==> config.mk <==
export PLATFORM = sky130hd
export DESIGN_NAME = stream_rgb888_unpacker
export DESIGN_NICKNAME = d
export VERILOG_FILES = /design/src/rtl/stream_rgb888_unpacker.sv
export SDC_FILE = /design/constraint.sdc
export NUM_CORES = 1
export LEC_CHECK = 0
export BUFFER_PORTS_ARGS = -buffer_cell sky130_fd_sc_hd__buf_2
export CELL_PAD_IN_SITES_DETAIL_PLACEMENT = 0
export CELL_PAD_IN_SITES_GLOBAL_PLACEMENT = 1
export CORE_MARGIN = 2
export CORE_UTILIZATION = 39
export CTS_BUF_LIST = sky130_fd_sc_hd__clkbuf_4
export DETAILED_ROUTE_END_ITERATION = 6
export PLACE_DENSITY_LB_ADDON = 0.1
export SLEW_MARGIN = 20
export SYNTH_ARGS = -nofsm -noshare
export SYNTH_HDL_FRONTEND = slang
export SYNTH_SLANG_ARGS = --single-unit
==> constraint.sdc <==
create_clock -name clk -period 2.2 [get_ports clk]
set_clock_uncertainty 0.05 [all_clocks]
set_input_delay 0.44 -clock clk [delete_from_list [all_inputs] [get_ports clk]]
set_output_delay 0.44 -clock clk [all_outputs]
set_load 0.03 [all_outputs]
==> src/rtl/stream_rgb888_unpacker.sv <==
// Packed RGB888 word stream to one-pixel-per-beat stream.
// Three 32-bit words carry four 24-bit pixels; line/frame marks attached.
module stream_rgb888_unpacker #(
  parameter int LINE_PIXELS = 480
) (
  input  logic        clk,
  input  logic        rst_n,
  input  logic [31:0] in_data,
  input  logic        in_valid,
  input  logic        in_sop,
  input  logic        in_eop,
  output logic        in_ready,
  output logic [23:0] out_pixel,
  output logic        out_valid,
  output logic        out_sof,
  output logic        out_eof,
  output logic        out_sol,
  output logic        out_eol,
  input  logic        out_ready,
  output logic        err_align
);

  localparam int CW = (LINE_PIXELS > 2) ? $clog2(LINE_PIXELS) : 1;
  localparam logic [CW-1:0] LAST = CW'(LINE_PIXELS - 1);

  typedef enum logic [1:0] {PH0, PH1, PH2, PH3} ph_e;

  ph_e           ph_q, ph_d;
  logic [23:0]   res_q, res_d;
  logic [CW-1:0] cnt_q, cnt_d;
  logic          eofp_q, eofp_d;
  logic [23:0]   pix_q, pix_d;
  logic          vld_q, vld_d;
  logic          sof_q, sof_d;
  logic          eof_q, eof_d;
  logic          sol_q, sol_d;
  logic          eol_q, eol_d;
  logic          err_q, err_d;

  logic          ld;
  logic          acc;
  logic          resync;
  ph_e           eph;
  logic          new_px;
  logic          sof_n;
  logic          eof_n;
  logic [23:0]   pix_n;
  logic [CW-1:0] pc;

  always_ff @(posedge clk or negedge rst_n) begin
    if (!rst_n) begin
      ph_q   <= PH0;
      res_q  <= '0;
      cnt_q  <= '0;
      eofp_q <= 1'b0;
      pix_q  <= '0;
      vld_q  <= 1'b0;
      sof_q  <= 1'b0;
      eof_q  <= 1'b0;
      sol_q  <= 1'b0;
      eol_q  <= 1'b0;
      err_q  <= 1'b0;
    end else begin
      ph_q   <= ph_d;
      res_q  <= res_d;
      cnt_q  <= cnt_d;
      eofp_q <= eofp_d;
      pix_q  <= pix_d;
      vld_q  <= vld_d;
      sof_q  <= sof_d;
      eof_q  <= eof_d;
      sol_q  <= sol_d;
      eol_q  <= eol_d;
      err_q  <= err_d;
    end
  end

  // A sop arriving mid-group restarts the group with this word as w0.
  always_comb begin
    ph_d   = ph_q;
    res_d  = res_q;
    cnt_d  = cnt_q;
    eofp_d = eofp_q;
    pix_d  = pix_q;
    vld_d  = vld_q;
    sof_d  = sof_q;
    eof_d  = eof_q;
    sol_d  = sol_q;
    eol_d  = eol_q;
    err_d  = 1'b0;
    new_px = 1'b0;
    sof_n  = 1'b0;
    eof_n  = 1'b0;
    pix_n  = '0;
    pc     = '0;
    resync = in_sop && ((ph_q == PH1) || (ph_q == PH2));
    eph    = resync ? PH0 : ph_q;

    if (ld) begin
      vld_d = 1'b0;
      sof_d = 1'b0;
      eof_d = 1'b0;
      sol_d = 1'b0;
      eol_d = 1'b0;
    end

    if ((ph_q == PH3) && ld) begin
      new_px = 1'b1;
      pix_n  = res_q;
      eof_n  = eofp_q;
      eofp_d = 1'b0;
      ph_d   = PH0;
    end else if (acc) begin
      new_px = 1'b1;
      err_d  = resync ||
               (in_eop && ((eph == PH0) || (eph == PH1)));
      unique case (eph)
        PH0: begin
          pix_n = in_data[23:0];
          res_d = {16'h0, in_data[31:24]};
          sof_n = in_sop;
          eof_n = in_eop;
          ph_d  = in_eop ? PH0 : PH1;
        end
        PH1: begin
          pix_n = {in_data[15:0], res_q[7:0]};
          res_d = {8'h0, in_data[31:16]};
          eof_n = in_eop;
          ph_d  = in_eop ? PH0 : PH2;
        end
        PH2: begin
          pix_n  = {in_data[7:0], res_q[15:0]};
          res_d  = in_data[31:8];
          eofp_d = in_eop;
          ph_d   = PH3;
        end
        default: ;
      endcase
    end

    if (new_px) begin
      pc    = sof_n ? '0 : cnt_q;
      cnt_d = (pc == LAST) ? '0 : pc + 1'b1;
      pix_d = pix_n;
      vld_d = 1'b1;
      sof_d = sof_n;
      eof_d = eof_n;
      sol_d = (pc == '0);
      eol_d = (pc == LAST);
    end
  end

  always_comb begin
    ld       = !vld_q || out_ready;
    in_ready = (ph_q != PH3) && ld;
    acc      = in_valid && in_ready;
  end

  assign out_pixel = pix_q;
  assign out_valid = vld_q;
  assign out_sof   = sof_q;
  assign out_eof   = eof_q;
  assign out_sol   = sol_q;
  assign out_eol   = eol_q;
  assign err_align = err_q;

endmodule

# After elaboration in Yosys (flattened, before gate mapping)
# Cells that the tools add are included.
# totals
ff_bits	66
in_bits	38
output_inout_bits	31
wordCells	72
# classes
n_addsub	1
n_eq_ne	7
muxes	31
bitwise_logic	1
reduce_logical	21
# ops
op	count
24-bit case mux with 3 select lines	2
24-bit 2-to-1 mux	2
1-bit 2-to-1 mux	20
9-bit 2-to-1 mux	2
9-bit by 1-bit adder with 9-bit output (second input constant)	1
9-bit equality test (second input constant)	1
9-bit zero test	1
2-bit 2-to-1 mux	4
2-bit equality test (second input constant)	3
2-bit case mux with 3 select lines	1
2-bit nonzero test	3
1-bit logical AND	5
2-bit by 1-bit equality test with 1-bit output (second input constant)	2
1-bit logical OR	4
2-bit AND reduction	2
4-bit nonzero test	1
3-bit AND reduction	1
3-bit nonzero test	1
2-bit zero test	1
2-bit != test (second input constant)	1
2-bit OR reduction	1
1-bit zero test	1
1-bit NOT	1

# Depth between registers and ports, before layout
# depth
word_depth	11
depth_mapped	11
ltp_nobuf	9

# Worst setup path before layout
# No wires, ideal clock.
# synth_path
path_type	register to register
startpoint	register ph_q[0]
endpoint	register pix_q[14], in the netlist out_pixel[14]
arrival_ns	2.009
required_time_ns	2.019
path_slack_ns	0.009
stages_incl_launch_ff	11
path_buffers	3
synth_period_minus_slack_ns	2.191
cell_sequence	dfrtp_1 > ha_1 > nand2_1 > nand2_1 > ha_1 > clkbuf_1 > and3_4 > buf_6 > buf_6 > a222oi_1 > nand2_1
# synth_via
elab_chain_len	8
elab_cells_between_ends	18
classes_between	6 x eq/ne; 6 x mux; 6 x reduce/logical
# synth_rtl
element	line	source
from (decl)	28	ph_e ph_q, ph_d;
from (signal assigned)	64	ph_q <= ph_d;
2-bit by 1-bit equality test with 1-bit output / 2-bit equality test (equally long branches)	96	resync = in_sop && ((ph_q == PH1) || (ph_q == PH2));
1-bit logical OR	96	
1-bit logical AND	96	
2-bit 2-to-1 mux	97	eph = resync ? PH0 : ph_q;
2-bit equality test (tied with other cells)	117	unique case (eph)
24-bit case mux with 3 select lines	117	
24-bit 2-to-1 mux	113	end else if (acc) begin
24-bit 2-to-1 mux	107	if ((ph_q == PH3) && ld) begin
to (signal assigned)	68	pix_q <= pix_d;
to (decl)	32	logic [23:0] pix_q, pix_d;
# Several ways; a longest one is shown, not always the timed one.
# A chain may end at the register's enable or synchronous reset.

# Worst setup path in the final report
# layout_path
startpoint	register ph_q[0]
endpoint	register cnt_q[6]
# layout_via
elab_chain_len	11
elab_cells_between_ends	20
classes_between	1 x add/sub; 5 x eq/ne; 8 x mux; 6 x reduce/logical
# layout_rtl
element	line	source
2-bit by 1-bit equality test with 1-bit output / 2-bit equality test (equally long branches)	96	
1-bit logical OR	96	
1-bit logical AND	96	
2-bit 2-to-1 mux	97	
2-bit zero test	117	
1-bit 2-to-1 mux	117	
1-bit 2-to-1 mux	113	
1-bit 2-to-1 mux	107	
9-bit 2-to-1 mux	142	pc = sof_n ? '0 : cnt_q;
9-bit by 1-bit adder with 9-bit output / 9-bit equality test (equally long branches)	143	cnt_d = (pc == LAST) ? '0 : pc + 1'b1;
9-bit 2-to-1 mux	143	
to (signal assigned)	66	cnt_q <= cnt_d;
to (decl)	30	logic [CW-1:0] cnt_q, cnt_d;
# Several ways; a longest one is shown, not always the timed one.

==> run metrics <==
register area share after synthesis=48.62%; worst-path cell chain=ha_4 -> nand2_4 -> nand2_4 -> ha_2 -> and2_4 -> and3_4 -> or4_1 -> o211ai_1; Yosys cell types=44; failing checks=DRC; Reg clk slew, reported paths=110 ps; first-pass GRT wire length=16,540 um; share of the synthesized area in the top cell type=48.62%; Tmin final=2083 ps; largest area contributor in the netlist=dfrtp_1; H-tree Lvls=3; Worst Path Arrival=2370 ps; Pwr Density=1254 mW/mm^2; Die Y=97.33 um; Post-Syn Area=0.003397 mm^2; final period utilization=94.69%; outcome=finished with violations; Syn Area/Cell=9.384 um^2; Hold Fails Final Rpt=0; Final GP Congestion=0.8007; Slowest Stage Delay on Critical Path=470 ps; Cell Area, Placed=0.003946 mm^2; Clock Latency Late Sink=420 ps; Num CTS Buffers=9; crit path buf inv count=0; Slew Limit Headroom=58.42%; Starting Density=39.53%; ys async rst share=100.0%; final-stage net count=479; Antenna Nets Post-Route=0; largest net degree at the start of global routing=67; CTS tree=done; setup_tns=0 ps; Top delay family on crit path=simple AND/OR/NAND/NOR gates; Reg2Reg Setup Slack=120 ps; Port Buffers=68; CP Capture Type=flop; fillers=841; crit path launch type=flop; kind of critical path=flop to flop; max-cap violation count=0; cell mode on critical path=nand2_4; initial antenna violation count=0; cell with the most instances after synthesis=dfrtp_1; Initial DRT Pass Iterations=7; drt wl/cell=19.08 um; total track usage=22.19%; Worst EP required=2480 ps; WHS Endpoint=out_pixel[8]; HPWL Detailed=7009 um; Overflow after GRT=0; Max Clock Freq=480.0 MHz; Synth top cells by count=dfrtp_1, nand2_1, o21ai_0; actual slew at the worst max-slew pin=623.7 ps; Worst IR Drop VDD=0.4840 mV; finished layout cell area=0.004239 mm^2; Main synth FF type=dfrtp_1; area of the multi-input gates=0.001700 mm^2; Critical-path top delay cell=or4_1; P_leak=0.001977 uW; DRC viols=6; Via density=5.861; RR Startpoint=ph_q[0]; most area-consuming cells after synthesis=dfrtp_1, nand2_1, a22oi_1; worst-case clock buffer depth=2; Post CTS Setup Buffer Count=0; Layout area overhead=24.79%; worst hold stages=3; Post-synth EDFFs=0; Iteration-0 DRC Markers=222; Synth Instances=362; reg2reg path depth=8; Hold Crit Class=input port to flop; IO Pins=69; Root Buffer=clkbuf_4; Die W=97.33 um; synth warn=0; Clock Sinks=66; die area=0.009473 mm^2; final WL=10,460 um; number of global-route vias before repair=3,189; Yosys reg bits=66; core area=0.008593 mm^2; HP Start=in_data[0]; diodes inserted=0; Layout Utilization=49.33%; # rows=34; via count=3,212; ratio of cells with drive above 1 in the final layout=29.77%; final setup fails=0; Syn Nets=404; FF+latch area=0.001652 mm^2; max-slew violation count=0; R2R Path End=cnt_q[6]; CP max FO=4
## stage by stage
stage | power, uW | instances | worst slack (ps) | hold slack (ps)
2_1_floorplan | 3515 | 362 | 9.156 | 94.41
5_1_grt | 5676 | 548 | -0.2300 | 197.7
3_3_place_gp | 4311 | 532 | -68.54 | 406.0
4_1_cts | 5162 | 547 | 1.641 | 189.9
3_5_place_dp | 4352 | 532 | -170.2 | 408.8
6_report | 5316 | 548 | 116.9 | 214.5
## how the worst max path moves through the flow
stage	startpoint	to	slack, ps	cells past startpoint
after floorplan	ph_q[0]	out_pixel[14]	9	10
final	ph_q[0]	cnt_q[6]	120	8
after global routing	ph_q[0]	out_pixel[15]	-0.2	10
after CTS	ph_q[0]	cnt_q[6]	2	8
after global placement	ph_q[0]	out_pixel[2]	-70	9
after detailed placement	ph_q[0]	out_pixel[0]	-170	9
## cells by family (layout without fill, tap and decap cells)
kind of cell    count (synthesis)  count (layout)  synth area share [%]
flops                          66              66                 48.62
mux                             4               4                 1.179
compound gates                129             129                 26.78
buf+inv                        42             119                 5.782
fa+ha+maj                       4               4                 1.473
simple gates                  117             118                 16.17
## cells in the final DEF, fill, tap and decap left out, types with 2 or more instances in the layout
| cell | synthesis | layout |
|---|---|---|
| nand2b_1 | 2 | 2 |
| dfrtp_1 | 66 | 66 |
| nand2_1 | 58 | 55 |
| and3_1 | 4 | 2 |
| nand2_4 | 0 | 3 |
| buf_6 | 4 | 2 |
| buf_2 | 6 | 68 |
| a21boi_0 | 2 | 2 |
| a222oi_1 | 16 | 16 |
| inv_1 | 10 | 10 |
| a21o_1 | 9 | 9 |
| nor2b_1 | 3 | 3 |
| nand4_1 | 11 | 11 |
| nor2_1 | 22 | 21 |
| mux2i_1 | 4 | 4 |
| clkinv_1 | 1 | 3 |
| a22oi_1 | 24 | 20 |
| nand3_1 | 5 | 5 |
| a22oi_2 | 0 | 4 |
| or3_1 | 2 | 2 |
| buf_12 | 0 | 3 |
| o21ai_0 | 28 | 24 |
| buf_4 | 0 | 19 |
| o21ai_1 | 0 | 2 |
| o211ai_1 | 2 | 2 |
| a211oi_2 | 1 | 5 |
| clkbuf_4 | 0 | 10 |
| and3_4 | 1 | 4 |
| a211oi_1 | 8 | 4 |
| o21ai_2 | 0 | 2 |
| ha_4 | 0 | 2 |
| a31oi_1 | 3 | 3 |
| o22ai_1 | 8 | 8 |
| a21oi_1 | 15 | 13 |
| a21oi_4 | 0 | 2 |
| a22o_1 | 9 | 9 |
## metal layers
metal,track usage (%),wire [um]
met4,10.47,267
met1,28.96,4515
met5,0,0
met2,36.06,5146
met3,3.813,525
## layout make-up
class / count / share of cell area [%]
multi-input combinational: 255 / 40.11
timing repair buffer: 94 / 13.93
clock buffer: 10 / 1.771
inverter: 11 / 0.9740
clock inverter: 4 / 1.063
tap: 108 / 3.188
sequential: 66 / 38.96
## where the power goes
part	total (uW)	switching, uW	internal (uW)
Combinational	2580	1600	978
Clock	786	445	340
Sequential	1950	319	1630
Total	5320	2370	2950
## sequential cells by signal, indices dropped and copies added, names as in the netlist, 2 cells and up
signal / cells
res_q: 24
cnt_q: 9
out_pixel: 24
ph_q: 2
## what timing repair did
action / CTS / global route
endpoints found under the setup margin: 18 / 33
hold buffers: 1 / 0
endpoints found under the hold margin: 57 / 0
resized for setup: 7 / 31
gates cloned: 0 / 1
pin swaps: 0 / 6
## worst reg2reg max path: stages (launching register included)
cell and delay, ps:
dfrtp_1 430, ha_4 260, nand2_4 90, nand2_4 80, ha_2 190, and2_4 150, and3_4 190, or4_1 470
o211ai_1 100
(Power assumes the default switching activity.)
